File: src/rtl/fifo_pkg.sv
// Shared types and helpers for the synchronous FIFO.
package fifo_pkg;

    // Per-cycle request, indexed by {push_i, pop_i}.
    typedef enum logic [1:0] {
        NOP      = 2'b00,
        POP      = 2'b01,
        PUSH     = 2'b10,
        PUSH_POP = 2'b11
    } op_t;

    // Width needed to hold an occupancy of 0..depth inclusive.
    function automatic int unsigned cnt_width(input int unsigned depth);
        return $clog2(depth + 1);
    endfunction

endpackage

File: src/rtl/fifo_ptr.sv
// Wrapping pointer register; wraps DEPTH-1 -> 0 with no power-of-two assumption.
module fifo_ptr #(
    parameter  int unsigned DEPTH = 16,
    localparam int unsigned PW    = $clog2(DEPTH)
) (
    input  logic          clk_i,
    input  logic          rst_i,
    input  logic          clr_i,
    input  logic          inc_i,
    output logic [PW-1:0] ptr_o
);

    logic [PW-1:0] ptr_q;
    logic [PW-1:0] ptr_d;

    // Next pointer: clear wins over increment.
    always_comb begin
        ptr_d = ptr_q;
        if (clr_i) begin
            ptr_d = '0;
        end else if (inc_i) begin
            ptr_d = (ptr_q == PW'(DEPTH - 1)) ? '0 : ptr_q + 1'b1;
        end
    end

    // Pointer register with asynchronous active-low reset.
    always_ff @(posedge clk_i or negedge rst_i) begin
        if (!rst_i) begin
            ptr_q <= '0;
        end else begin
            ptr_q <= ptr_d;
        end
    end

    assign ptr_o = ptr_q;

endmodule

File: src/rtl/fifo_sync_flags.sv
// Synchronous FIFO with occupancy, almost-full/empty thresholds and sticky error flags.
module fifo_sync_flags
    import fifo_pkg::*;
#(
    parameter  int          WIDTH    = 8,
    parameter  int          DEPTH    = 16,
    parameter  int          AF_LEVEL = DEPTH - 2,
    parameter  int          AE_LEVEL = 2,
    localparam int unsigned CW       = cnt_width(DEPTH),
    localparam int unsigned PW       = $clog2(DEPTH)
) (
    input  logic             clk_i,
    input  logic             rst_i,
    input  logic             flush_i,
    input  logic             clr_err_i,
    input  logic             push_i,
    input  logic [WIDTH-1:0] din_i,
    input  logic             pop_i,
    output logic [WIDTH-1:0] dout_o,
    output logic [CW-1:0]    count_o,
    output logic             full_o,
    output logic             empty_o,
    output logic             almost_full_o,
    output logic             almost_empty_o,
    output logic             overflow_o,
    output logic             underflow_o
);

    logic [WIDTH-1:0] mem_q [DEPTH];
    logic [CW-1:0]    count_q;
    logic [CW-1:0]    count_d;
    logic             ovf_q;
    logic             ovf_d;
    logic             unf_q;
    logic             unf_d;
    logic [PW-1:0]    wr_ptr;
    logic [PW-1:0]    rd_ptr;
    logic             is_full;
    logic             is_empty;
    logic             do_push;
    logic             do_pop;
    logic             ovf_evt;
    logic             unf_evt;
    op_t              op;

    assign op       = op_t'({push_i, pop_i});
    assign is_full  = (count_q == CW'(DEPTH));
    assign is_empty = (count_q == '0);

    // Decode request into accepted push/pop and error events; flush suppresses all.
    // On full, a simultaneous pop frees the slot so the push is accepted.
    always_comb begin
        do_push = 1'b0;
        do_pop  = 1'b0;
        ovf_evt = 1'b0;
        unf_evt = 1'b0;
        if (!flush_i) begin
            case (op)
                POP: begin
                    if (is_empty) unf_evt = 1'b1;
                    else          do_pop  = 1'b1;
                end
                PUSH: begin
                    if (is_full) ovf_evt = 1'b1;
                    else         do_push = 1'b1;
                end
                PUSH_POP: begin
                    do_push = 1'b1;
                    if (is_empty) unf_evt = 1'b1;
                    else          do_pop  = 1'b1;
                end
                default: ;
            endcase
        end
    end

    // Next occupancy and sticky error flags; a same-cycle event beats clr_err_i.
    always_comb begin
        count_d = count_q;
        if (flush_i) begin
            count_d = '0;
        end else begin
            case ({do_push, do_pop})
                2'b10:   count_d = count_q + 1'b1;
                2'b01:   count_d = count_q - 1'b1;
                default: count_d = count_q;
            endcase
        end
        ovf_d = ovf_evt | (ovf_q & ~clr_err_i);
        unf_d = unf_evt | (unf_q & ~clr_err_i);
    end

    // Occupancy and error flag registers.
    always_ff @(posedge clk_i or negedge rst_i) begin
        if (!rst_i) begin
            count_q <= '0;
            ovf_q   <= 1'b0;
            unf_q   <= 1'b0;
        end else begin
            count_q <= count_d;
            ovf_q   <= ovf_d;
            unf_q   <= unf_d;
        end
    end

    // Storage array; cleared on reset, written on accepted push only.
    always_ff @(posedge clk_i or negedge rst_i) begin
        if (!rst_i) begin
            for (int unsigned i = 0; i < DEPTH; i++) begin
                mem_q[i] <= '0;
            end
        end else if (do_push) begin
            mem_q[wr_ptr] <= din_i;
        end
    end

    fifo_ptr #(.DEPTH(DEPTH)) u_wr_ptr (
        .clk_i (clk_i),
        .rst_i (rst_i),
        .clr_i (flush_i),
        .inc_i (do_push),
        .ptr_o (wr_ptr)
    );

    fifo_ptr #(.DEPTH(DEPTH)) u_rd_ptr (
        .clk_i (clk_i),
        .rst_i (rst_i),
        .clr_i (flush_i),
        .inc_i (do_pop),
        .ptr_o (rd_ptr)
    );

    assign dout_o         = mem_q[rd_ptr];
    assign count_o        = count_q;
    assign full_o         = is_full;
    assign empty_o        = is_empty;
    assign almost_full_o  = (int'(count_q) >= AF_LEVEL);
    assign almost_empty_o = (int'(count_q) <= AE_LEVEL);
    assign overflow_o     = ovf_q;
    assign underflow_o    = unf_q;

endmodule

File: config.mk
export PLATFORM = sky130hd
export DESIGN_NAME = fifo_sync_flags
export DESIGN_NICKNAME = d
export VERILOG_FILES = /design/src/rtl/fifo_pkg.sv /design/src/rtl/fifo_ptr.sv /design/src/rtl/fifo_sync_flags.sv
export SDC_FILE = /design/constraint.sdc
export NUM_CORES = 1
export LEC_CHECK = 0
export CORE_ASPECT_RATIO = 1.1
export CORE_MARGIN = 2
export CORE_UTILIZATION = 55
export DETAILED_ROUTE_END_ITERATION = 16
export HOLD_SLACK_MARGIN = 0.03
export PLACE_DENSITY = 0.85
export RECOVER_POWER = 25
export SLEW_MARGIN = 20
export SYNTH_ARGS = -nofsm -noshare
export SYNTH_HDL_FRONTEND = slang
export SYNTH_HIERARCHICAL = 1
export SYNTH_SLANG_ARGS = --single-unit
export TNS_END_PERCENT = 1
File: constraint.sdc
create_clock -name clk_i -period 5.4 [get_ports clk_i]
set_clock_uncertainty 0.1 [all_clocks]
set_input_delay 1.62 -clock clk_i [delete_from_list [all_inputs] [get_ports clk_i]]
set_output_delay 1.62 -clock clk_i [all_outputs]
set_load 0.01 [all_outputs]
==> metrics, run 1 <==
status=finished with violations; violated checks=capacitance limit, slew limit; Chip Height=121 um; via/cell ratio=6.15; Final GP Congestion=0.810; final wirelength=14.9 mm; Slew Viols, Final=122; adder and majority cell fraction of the synthesized area=1.20%; Syn Nets=488; area of the die=0.0134 sq mm; CP Capture Type=output pin; mux cell area share after synthesis=33.1%; Synth Area in Compound Gates=4.21%; main combinational cell family by area after synthesis=multiplexers; Tightest Pin Transition=2930 ps; period utilisation layout=78.8%; first-pass GRT wire length=25.0 mm; min cycle time layout=4250 ps; top cells by area, synth=dfrtp_1 52%, mux2_2 18%, mux4_2 10%; max incr delay on CP=540 ps; multi-input logic area=0.00316 sq mm; EDFF count, synth=0; Worst Hold Class=register to register; H-tree depth=4; Max Cap Viol=1; Post-DRT Antenna Nets=0; Top Ports=33; RSZ-0062 raised after global routing=no; crit-path max FO=37; Clk pin slew, worst setup/hold paths=60 ps; Synth Area in XOR/XNOR=0.510%; # DRC=0; pre-CTS WS=979 ps; dpl cells=634; Worst Setup Slack, final=1150 ps; Placement Rows=42; ratio of cells with drive above 1 in the final layout=40.6%; final net count=519; Pwr Total=3.02 mW; switching share of power=27.4%; root buffer cell=clkbuf_16; cell count after synthesis=468; Die W=111 um; PD cells=382 mW/mm^2; Synth Area per Inst=14.7 sq um; cts hold-fix bufs=0; Slew HR=-95.4%; fin cells=666; final hold violations=0; Primary FF master, synth=dfrtp_1; final instance area=0.00790 sq mm; logic gate share of total power=21.0%; FMAX=235 MHz; Pleak=3.61 nW; Post-Syn Area=0.00687 sq mm; synthesis-stage register bit count=143; total CTS buffers=17; CTS Buffer Depth=2; Filler cells=870; leading area contributor after synthesis=dfrtp_1; Initial DRC Count=300; crit path DAT=2530 ps; Clk network pwr share=38.2%; Final Setup Violations=0; synth warn=6; clk sink count=143; P_int=2.19 mW; Peak VDD IR=241 uV; largest net degree at the start of global routing=122; critical path class=register to output pin; Cell Chain, Critical Path=buf_12, mux4_2, a22oi_1, nand2_1, clkdlybuf4s50_1; CP max stage cell=mux4_2; first-pass iteration count of the detailed router=4; I/O Buffers=32; FF+latch area=0.00358 sq mm; CORE AREA=0.0121 sq mm; TritonCTS clock tree=yes; vias in the first global route=4582; DR WL/cell=22.3 um; Async S/R FF share, synth=100%; NetSw=0.828 mW; Layout Area Growth over Synthesis=15.1%; n_diodes=0; sequential element share of the synthesized area=52.1%; post-CTS sizing=0; vias=4093; Initial Utilization=56.8%; initial antenna violation count=0; clock latency on the worst-skew pair=410 ps; Startpoint Class=register; setup TNS=0 ps; Unique masters post-synth=48; dpl hpwl=9.40 mm; placed cell areas=0.00732 sq mm; Critical Path RT=3680 ps; part of the power in registers=40.8%; grt ovf=0; Yosys top cell area share=52.1%; gr usage total=24.2%; # Post-CTS Setup Buffers=0; simple-gate share of the synthesized area=7.03%
worst max-delay path, delay by kind of cell, from the launching register on:
kind | cells | cell delay, ps
AO/OA/AOI/OAI | 1 | 320
buffers and inverters | 2 | 770
flip-flops | 1 | 370
multiplexers | 1 | 540
AND/OR/NAND/NOR | 1 | 100
worst paths after layout:
check                                              start  slack (ps)  cells past startpoint                       endpoint
setup / recovery           u_rd_ptr/ptr_o[0]$_DFFE_PN0P_        1150                      5                      dout_o[0]
hold / removal                     mem_q[75]$_DFFE_PN0P_         400                      1          mem_q[75]$_DFFE_PN0P_
setup reg to reg                  count_o[1]$_DFFE_PN0P_        2440                      9         count_o[4]$_DFFE_PN0P_
hold reg to reg                    mem_q[75]$_DFFE_PN0P_         400                      1          mem_q[75]$_DFFE_PN0P_
max in group asynchronous                          rst_i        1270                      1  u_rd_ptr/ptr_o[0]$_DFFE_PN0P_
min in group asynchronous                          rst_i        2020                      1         count_o[1]$_DFFE_PN0P_
power groups by stage:
stage / logic, mW / clock network (mW) / registers, mW
floorplan: 0.383 / 0 / 1.24
global placement: 0.618 / 0 / 1.24
detailed placement: 0.638 / 0 / 1.25
CTS: 0.643 / 1.17 / 1.23
global route: 0.690 / 1.22 / 1.25
finish: 0.634 / 1.16 / 1.23
state kept, by name, summed over array words and instances (netlist names):
signal and flops:
count_o 5, mem_q 128, overflow_o 1, u_rd_ptr/ptr_o 4
u_wr_ptr/ptr_o 4, underflow_o 1
routing by layer:
| layer | GRT usage, % | vias to the layer above | routed length, um | share of wire (%) |
|---|---|---|---|---|
| met2 | 42.0 | 104 | 7870 | 53 |
| met3 | 5.39 | 17 | 716 | 4.8 |
| li1 | - | 1802 | - | - |
| met1 | 30.9 | 2170 | 6130 | 41 |
| met4 | 6.72 | 0 | 158 | 1.1 |
| met5 | 0 | - | 0 | 0 |
kinds of logic after synthesis:
group / after synthesis
fa+ha+maj: 6
mux: 168
buf+inv: 29
xor+xnor: 4
compound gates: 41
simple gates: 77
flops: 143
cell usage after synthesis, types with 6 or more instances:
master and instances:
dfrtp_1 143, mux2_2 109, mux4_2 32, a22oi_1 16, nand2_1 16, clkbuf_1 14, nand2b_1 13, mux2_1 11
nor2_1 11, nand2_2 10, a21oi_1 8, mux2_4 8, mux2i_1 8, buf_2 6
cell type report:
type | instances | share of cell area (%)
Tap cell | 154 | 2.44
Timing Repair Buffer | 36 | 4.53
Clock buffer | 20 | 5.78
Multi-Input combinational cell | 296 | 40.0
Inverter | 5 | 0.237
Sequential cell | 143 | 45.3
Clock inverter | 12 | 1.71
placed cells by master (no fill, tap or decap), types with 3 or more instances in the layout:
cell type / n
dfrtp_1: 142
mux2_2: 109
mux4_2: 32
clkdlybuf4s50_1: 31
clkbuf_16: 17
a22oi_1: 16
nand2_1: 16
nand2b_1: 13
nor2_1: 11
mux2_1: 11
nand2_2: 10
a21oi_1: 8
mux2i_1: 8
mux2_4: 8
inv_1: 5
nor2b_1: 5
ha_1: 5
or3_1: 4
xor2_1: 4
clkinvlp_4: 4
nor3_2: 3
o21ai_0: 3
buf_4: 3
per-stage QoR:
stage,util (%),hold slack (ps)
2_1_floorplan,-,353
3_5_place_dp,60.5,385
4_1_cts,65.4,403
5_1_grt,65.4,417
3_3_place_gp,60.5,369
6_report,65.4,401
Power figures use the tool's default switching activity.
==> run 2: changes to the inputs <==
==> constraint.sdc (replaced) <==
create_clock -name clk_i -period 4.4 [get_ports clk_i]
set_clock_uncertainty 0.1 [all_clocks]
set_input_delay 1.32 -clock clk_i [delete_from_list [all_inputs] [get_ports clk_i]]
set_output_delay 1.32 -clock clk_i [all_outputs]
set_load 0.01 [all_outputs]
==> run 2 against run 1 <==
The run still ends with capacitance limit, slew limit left. Count of clock-buffer cells in the layout is 1 lower. Critical path depth is 1 lower. Critical endpoint is now dout_o[4]. Sequential share of layout area is 0.14 points lower. First-iteration DRC count is 15% lower. Sequential power is 23% higher. Global-route usage is 0.58 points lower.
==> metrics, run 2 (synthesis results as in run 1) <==
part of the power in registers=40.7% (about the same); CORE AREA=0.0121 sq mm (unchanged); initial antenna violation count=0 (unchanged); Peak VDD IR=322 uV (+34%); dpl cells=638 (+0.63%); setup TNS=0 ps (unchanged); I/O Buffers=32 (unchanged); vias in the first global route=4539 (-0.94%); RSZ-0062 raised after global routing=no; max incr delay on CP=770 ps (+230 ps); Clk pin slew, worst setup/hold paths=60 ps (about the same); gr usage total=23.6% (-0.58 points); Buf+Inv Stages, Crit Path=1 (-1); period utilisation layout=90.5%; final hold violations=0 (unchanged); critical path's top delay family=simple AND/OR/NAND/NOR gates; CP max stage cell=nor2b_1; Slew Viols, Final=105 (-14%); FMAX=251 MHz; # DRC=0 (unchanged); critical path class=register to output pin; Final Hold Slack=387 ps (-13.4 ps); Cell Chain, Critical Path=nor2b_1, a22oi_1, nand2_1, clkdlybuf4s50_1; Placement Rows=42 (unchanged); root buffer cell=clkbuf_16; P_int=2.72 mW (+24%); # Post-CTS Setup Buffers=0 (unchanged); Filler cells=889 (+2.2%); NetSw=0.987 mW (+19%); status=finished with violations; n_diodes=0 (unchanged); first-pass GRT wire length=24.0 mm (-4.1%); Worst Hold Class=register to register; Top Ports=33 (unchanged); commonest non-fill, non-tap cell in the layout=dfrtp_1; Startpoint Class=register; ratio of cells with drive above 1 in the final layout=40.9% (+0.23 points); dpl hpwl=9.08 mm (-3.4%); min cycle time layout=3980 ps; Max Cap Viol=1 (unchanged); clk sink count=143 (unchanged); Worst Setup Slack, final=418 ps (-729 ps); violated checks=capacitance limit, slew limit; post-CTS sizing=0 (unchanged); grt ovf=0 (unchanged); Tightest Pin Transition=2570 ps (-361 ps); Post-DRT Antenna Nets=0 (unchanged); Slew HR=-71.4% (+24 points); largest net degree at the start of global routing=105 (-14%); Initial Utilization=56.8% (unchanged); Initial DRC Count=255 (-15%); switching share of power=26.6% (-0.77 points); pre-CTS WS=657 ps (-321 ps); Layout Area Growth over Synthesis=15.4%; first-pass iteration count of the detailed router=4 (unchanged); via/cell ratio=6.15 (about the same); crit path DAT=2560 ps (+30 ps); vias=4105 (+0.29%); Die W=111 um (unchanged); fin cells=668 (+0.30%); total CTS buffers=17 (unchanged); area of the die=0.0134 sq mm (unchanged); final wirelength=14.4 mm (-3.2%); H-tree depth=4 (unchanged); Chip Height=121 um (unchanged); logic gate share of total power=20.9% (about the same); CTS Buffer Depth=2 (unchanged); clock latency on the worst-skew pair=420 ps (about the same); final net count=523 (+0.77%); CP Capture Type=output pin; most frequent cells in the layout=142 x dfrtp_1, 109 x mux2_2, 32 x mux4_2; Final GP Congestion=0.788 (-2.8%); DR WL/cell=21.6 um (-3.5%); Clk network pwr share=38.3% (about the same); Pleak=3.62 nW (+0.37%); max reg flops=128 (unchanged); TritonCTS clock tree=yes; Final Setup Violations=0 (unchanged); crit-path max FO=8 (-78%); Critical Path RT=2980 ps (-700 ps); PD cells=468 mW/mm^2 (+22%); Reg with most FFs=mem_q; cts hold-fix bufs=0 (unchanged)
-- run 2: cell types whose count changed in the layout (fill, tap and decap cells not counted), sizes merged --
cell,delta
clkbuf,-1
clkinvlp,+1
clkinv,-1
buf,+4
bufinv,+1
inv,-2
-- run 2: routing by layer --
| layer | vias up | track usage [%] | wire [um] |
|---|---|---|---|
| li1 | 1812 | - | - |
| met1 | 2138 | 30.2 | 5820 |
| met2 | 130 | 39.0 | 7360 |
| met3 | 25 | 6.04 | 891 |
| met4 | 0 | 9.14 | 333 |
| met5 | - | 0 | 0 |
-- run 2: layout make-up --
class                           count  area, sq um  share of cell area, %
Clock buffer                       19          443                   5.59
Clock inverter                     11          143                   1.80
Inverter                            5         18.8                  0.237
Multi-Input combinational cell    296         3160                   39.9
Sequential cell                   143         3580                   45.2
Tap cell                          154          193                   2.43
Timing Repair Buffer               40          388                   4.89
-- run 2: worst paths after layout --
kind,startpoint,cells past startpoint,slack (ps),end
worst max register to register,count_o[1]$_DFFE_PN0P_,9,1510,count_o[4]$_DFFE_PN0P_
max in group asynchronous,rst_i,1,920,u_rd_ptr/ptr_o[0]$_DFFE_PN0P_
worst min-delay path,mem_q[96]$_DFFE_PN0P_,1,390,mem_q[96]$_DFFE_PN0P_
worst max-delay path,u_rd_ptr/ptr_o[2]$_DFFE_PN0P_,4,420,dout_o[4]
worst min register to register,mem_q[96]$_DFFE_PN0P_,1,390,mem_q[96]$_DFFE_PN0P_
min in group asynchronous,rst_i,1,1570,count_o[1]$_DFFE_PN0P_
-- run 2: worst register-to-register path: stages, from the launching register on --
cell and delay, ps:
dfrtp_1 480, or4_1 650, nor2_1 190, or3_1 170, inv_1 80, ha_1 320, nor2_1 170, a21oi_1 90
or3_1 360, a41oi_1 200
-- run 2: power groups by stage --
| stage | Combinational [mW] | Sequential (mW) | Clock [mW] |
|---|---|---|---|
| final | 0.776 | 1.51 | 1.42 |
| after CTS | 0.791 | 1.51 | 1.44 |
| after global routing | 0.841 | 1.52 | 1.51 |
| after detailed placement | 0.783 | 1.53 | 0 |
| after floorplan | 0.470 | 1.52 | 0 |
| after global placement | 0.759 | 1.52 | 0 |
-- run 2: metrics by stage --
step           total power [mW]  util, %  cell area, sq um
6_report                   3.71     65.6              7930
3_5_place_dp               2.31     60.8              7350
3_3_place_gp               2.28     60.8              7350
4_1_cts                    3.74     65.6              7930
5_1_grt                    3.87     65.6              7930
2_1_floorplan              1.99        -              6870
==> run 3: changes to the inputs <==
--- a/config.mk
+++ b/config.mk
@@ -8,6 +8,7 @@
 export CORE_ASPECT_RATIO = 1.1
 export CORE_MARGIN = 2
 export CORE_UTILIZATION = 55
+export CTS_CLUSTER_SIZE = 20
 export DETAILED_ROUTE_END_ITERATION = 16
 export HOLD_SLACK_MARGIN = 0.03
 export PLACE_DENSITY = 0.85
==> results of run 3 <==
No change in the layout: final DEF, timing and power equal those of run 2.
==> patch 1, RTL diff (flow settings as in run 2) <==
`DEPTH` is set to 16 in 2 places; all go to 32.
--- a/src/rtl/fifo_ptr.sv
+++ b/src/rtl/fifo_ptr.sv
@@ -1,6 +1,6 @@
 // Wrapping pointer register; wraps DEPTH-1 -> 0 with no power-of-two assumption.
 module fifo_ptr #(
-    parameter  int unsigned DEPTH = 16,
+    parameter  int unsigned DEPTH = 32,
     localparam int unsigned PW    = $clog2(DEPTH)
 ) (
     input  logic          clk_i,
--- a/src/rtl/fifo_sync_flags.sv
+++ b/src/rtl/fifo_sync_flags.sv
@@ -3,7 +3,7 @@
     import fifo_pkg::*;
 #(
     parameter  int          WIDTH    = 8,
-    parameter  int          DEPTH    = 16,
+    parameter  int          DEPTH    = 32,
     parameter  int          AF_LEVEL = DEPTH - 2,
     parameter  int          AE_LEVEL = 2,
     localparam int unsigned CW       = cnt_width(DEPTH),
Interface: changed (resized count_o); port bits go from 33 to 34. The function was not compared with the original's and may differ.
==> patch 1 against run 2 <==
- the run still ends with capacitance limit, slew limit left
- first-iteration DRC count is 80% higher
- area after synthesis is 91% higher
- final area is 87% higher
- sequential share of layout area is 1.2 points higher
- cell count is 78% higher
- clock power is 66% higher
- sequential cell count is 131 higher
- register-to-register slack worse by 480 ps
- worst setup slack worse by 370 ps
- power is 72% higher
- wire length is 100% higher
- critical path type unchanged
==> patch 1: results (changes against run 2) <==
run:
  drv_cap: 1  # unchanged
routing:
  vias_per_cell: 6.298  # was 6.145
  wl_per_cell_um: 24.81  # was 21.57 um
  drtIter0Drc: 459  # was 255
layout:
  num-fill-cells: 1654  # was 889
  finalNetCount: 888  # was 523
  largest_reg_flops: 256  # was 128
  multi_input_area_mm2: 0.005998  # was 0.003162 mm2
  drive_above_1_share_pct: 51.19  # was 40.86%
status:
  violations: "capacitance limit, slew limit"  # unchanged
  status: "finished with violations"  # unchanged
sta:
  finalMaxSlewViolations: 80  # was 105
  slew_headroom_pct: -34.22  # was -71.40%
  max_freq_mhz: 230.0  # was 251.1 MHz
clock_tree:
  htree_levels: 1  # was 4
  cts_max_path_buffers: 3  # was 2
  worstSkewPairLatency_ps: 530  # was 420 ps
  cts_made_buffers: 27  # was 17
critical_path:
  cp_max_fo: 7  # was 8
  slowest_delay_ps: 570  # was 770 ps
  arrival_ps: 2930  # was 2560 ps
  critPathSlowestCell: "mux4_2"  # was nor2b_1
grt:
  grt_pass1_vias: 7944  # was 4539
  grt_usage_pct: 24.74  # was 23.59%
  grt_max_degree: 80  # was 105
  grt_first_pass_wirelength_um: 47180  # was 23980 um
synthesis:
  yosysSeqAreaShare_pct: 52.27  # was 52.10%
  ys_top_cells_by_count: "dfrtp_1 (274), mux2_2 (249), mux4_2 (80)"  # was dfrtp_1 (143), mux2_2 (109), mux4_2 (32)
  yosys-top-cells-area: "dfrtp_1 (52%), mux2_2 (21%), mux4_2 (14%)"  # was dfrtp_1 (52%), mux2_2 (18%), mux4_2 (10%)
  synth.distinct_cells: 55  # was 48
pwr:
  p_int_w: 0.004718  # was 0.002720 W
  worst_ir_drop_vdd_uv: 351.8  # was 322.2 uV
  leakagePower_nw: 6.828  # was 3.621 nW
  power_w: 0.006372  # was 0.003708 W
  seq_cell_power_w: 0.00275  # was 0.00151 W
  clkPwrFrac_pct: 37.1  # was 38.3%
placement:
  gp_congestion: 0.7871  # was 0.7876
  placed_area_mm2: 0.01384  # was 0.007347 mm2
  io_buffers: 33  # was 32
  post-dp-hpwl_um: 18340  # was 9082 um
## patch 1: per-layer routing
metal | global-route usage, % | wire (um) | vias up
li1 | - | - | 3206
met1 | 36.95 | 12640 | 3999
met2 | 38.25 | 14360 | 232
met3 | 3.516 | 1738 | 58
met4 | 7.477 | 778 | 0
met5 | 0 | 0 | -
## patch 1: worst paths after layout
kind	cells after the start	start	slack, ps	end
hold reg to reg	1	mem_q[166]	400	mem_q[166]
max in group asynchronous	2	rst_i	850	u_rd_ptr/ptr_o[1]
setup / recovery	6	u_rd_ptr/ptr_o[0]	50	dout_o[1]
setup reg to reg	11	count_o[0]	1030	count_o[5]
min in group asynchronous	1	rst_i	1230	mem_q[78]
hold / removal	1	mem_q[166]	400	mem_q[166]
## patch 1: layout make-up
class                      count  share of cell area (%)
timing repair buffer          59                   4.178
clock buffer                  40                   5.302
tap                          305                   2.579
inverter                       7                  0.1776
clock inverter                 9                  0.8288
sequential                   274                   46.39
multi-input combinational    496                   40.54
## patch 1: kinds of logic after synthesis
kind of cell	after synthesis	share of synthesized area, %
adders and majority gates	9	0.9157
and+or+nand+nor	98	5.437
muxes	349	37.21
buffers and inverters	64	2.022
DFF	274	52.27
xor gates and xnor gates	4	0.2671
AOI/OAI and AO/OA	36	1.879
## patch 1: what timing repair did
item,4_1_cts,5_1_grt
setup buffers,3,3
endpoints found under the setup margin,8,4
endpoints found under the hold margin,0,0
gates resized for setup,10,1
gates cloned,0,1
## patch 1: critical path: cells and delay by family (launching register included)
kind | cells | cell delay (ps)
buf+inv | 3 | 560
flops | 1 | 460
mux | 3 | 1370
## patch 1: metrics by stage
step	std cells	setup WS, ps
final	1190	52.64
after global routing	1190	3.811
after CTS	1186	42.98
after detailed placement	1134	265.8
after global placement	1134	275.9
after floorplan	834	602.4
==> patch 2, RTL diff (settings of run 2) <==
Without the edit above. Reset style: synchronous (`rst_i`), changed in 3 clocked blocks. Comments in the files are not updated.
--- a/src/rtl/fifo_ptr.sv
+++ b/src/rtl/fifo_ptr.sv
@@ -24,7 +24,7 @@
     end
 
     // Pointer register with asynchronous active-low reset.
-    always_ff @(posedge clk_i or negedge rst_i) begin
+    always_ff @(posedge clk_i) begin
         if (!rst_i) begin
             ptr_q <= '0;
         end else begin
--- a/src/rtl/fifo_sync_flags.sv
+++ b/src/rtl/fifo_sync_flags.sv
@@ -91,7 +91,7 @@
     end
 
     // Occupancy and error flag registers.
-    always_ff @(posedge clk_i or negedge rst_i) begin
+    always_ff @(posedge clk_i) begin
         if (!rst_i) begin
             count_q <= '0;
             ovf_q   <= 1'b0;
@@ -104,7 +104,7 @@
     end
 
     // Storage array; cleared on reset, written on accepted push only.
-    always_ff @(posedge clk_i or negedge rst_i) begin
+    always_ff @(posedge clk_i) begin
         if (!rst_i) begin
             for (int unsigned i = 0; i < DEPTH; i++) begin
                 mem_q[i] <= '0;
Check against the original RTL: differs if rst_i is asserted again (counterexample within 4 cycles, from zero or initial values and one cycle with rst_i low); with rst_i held inactive, the same outputs for 4 cycles.
==> patch 2 against run 2 <==
- area after synthesis fell by 3.0%
- final area fell by 0.21%
- worst setup slack got worse by 210 ps
- critical path type unchanged
- fmax fell by 5.1%
- core utilization rose by 0.73 points
- first-iteration DRC count rose by 100%
- sequential cell count did not move
- wire length rose by 18%
Power is not compared: it rests on default switching activity, and its combinational part moved more than twofold at a synthesized area within 25%.
==> patch 2: results (changes against run 2) <==
layout:
  clockNetworkAreaShare_pct: 7.846  # was 7.388%
  buffer_area_share_pct: 8.194  # was 4.893%
  n_all_inverters: 6  # was 5
  regArea_mm2: 0.004145  # was 0.003580 mm2
  n_all_buffers: 75  # was 40
  multi_input_area_share_pct: 28.84  # was 39.89%
  finalNetCount: 591  # was 523
  nClkBuffers: 18  # was 19
  drive_above_1_share_pct: 19.73  # was 40.86%
  sh_seq_area_pct: 52.40  # was 45.16%
  multi_input_gates: 327  # was 296
synthesis:
  yosys-top-cells-area: "edfxtp_1 (58%), mux4_2 (11%), nor2_1 (8.2%)"  # was dfrtp_1 (52%), mux2_2 (18%), mux4_2 (10%)
  synth_edf_count: 128  # was 0
  synth.distinct_cells: 41  # was 48
  syn_nets: 530  # was 488
  async_flop_share_pct: 0  # was 100.0%
  syn_inst: 509  # was 468
  ys_top_cells_by_count: "nor2_1 (145), edfxtp_1 (128), nand3_1 (35)"  # was dfrtp_1 (143), mux2_2 (109), mux4_2 (32)
placement:
  placed_area_mm2: 0.007297  # was 0.007347 mm2
  placed_cells: 705  # was 638
  gp_congestion: 0.9564  # was 0.7876
critical_path:
  arrival_ps: 2770  # was 2560 ps
  reg2regPathDepth: 6  # was 9
  ff2ff_setup_slack_ps: 1380  # was 1510 ps
  cp_max_fo: 14  # was 8
  critPathCapture: "dout_o[1]"  # was dout_o[4]
  startpoint: "u_rd_ptr/ptr_o[1]"  # was u_rd_ptr/ptr_o[2]
routing:
  drtPass1Iterations: 5  # was 4
  drtIter0Drc: 520  # was 255
  wl_per_cell_um: 23.14  # was 21.57 um
  vias_per_cell: 6.174  # was 6.145
  routed_wirelength_um: 17050  # was 14410 um
worst_hold_path:
  hp-start: "underflow_o"  # was mem_q[96]
  hold_end: "underflow_o"  # was mem_q[96]
  hold_depth: 2  # was 1
grt:
  grt_first_pass_wirelength_um: 26080  # was 23980 um
  grt_max_degree: 55  # was 105
  grt_pass1_vias: 4660  # was 4539
sta:
  max_freq_mhz: 238.4  # was 251.1 MHz
  slew_headroom_pct: 43.59  # was -71.40%
status:
  status: "finished clean"  # was finished with violations
[patch 2: cell types whose count changed in the layout (fill, tap and decap cells not counted), sizes merged, moves of 4 or more]
cell and delta:
dfrtp -143, nor2 +134, edfxtp +128, mux2 -128, nand3 +34, buf +33
dfxtp +15, o21ai +15, nand2 -9, dlygate4sd3 +5, clkdlybuf4s50 -4, nand2b -4
nor3b -4
[patch 2: logic make-up after synthesis]
group,count (synthesis),share of synthesized area (%)
fa+ha+maj,7,1.428
buf+inv,39,3.532
flops,143,62.22
compound gates,50,4.847
xor+xnor,4,0.5260
mux,38,11.72
simple gates,228,15.72
[patch 2: layer usage]
layer	global-route usage, %	vias up	share of wire [%]
met2	46.70	325	51
met5	0	-	0
met4	13.30	0	4.5
met3	7.280	62	10
met1	33.92	2167	34
li1	-	1996	-
[patch 2: worst max-delay path, cell delays in order (launching register included)]
cell and delay, ps:
dfxtp_1 870, buf_4 250, mux4_2 280, a22oi_1 290
nand2_1 150, clkdlybuf4s50_1 500
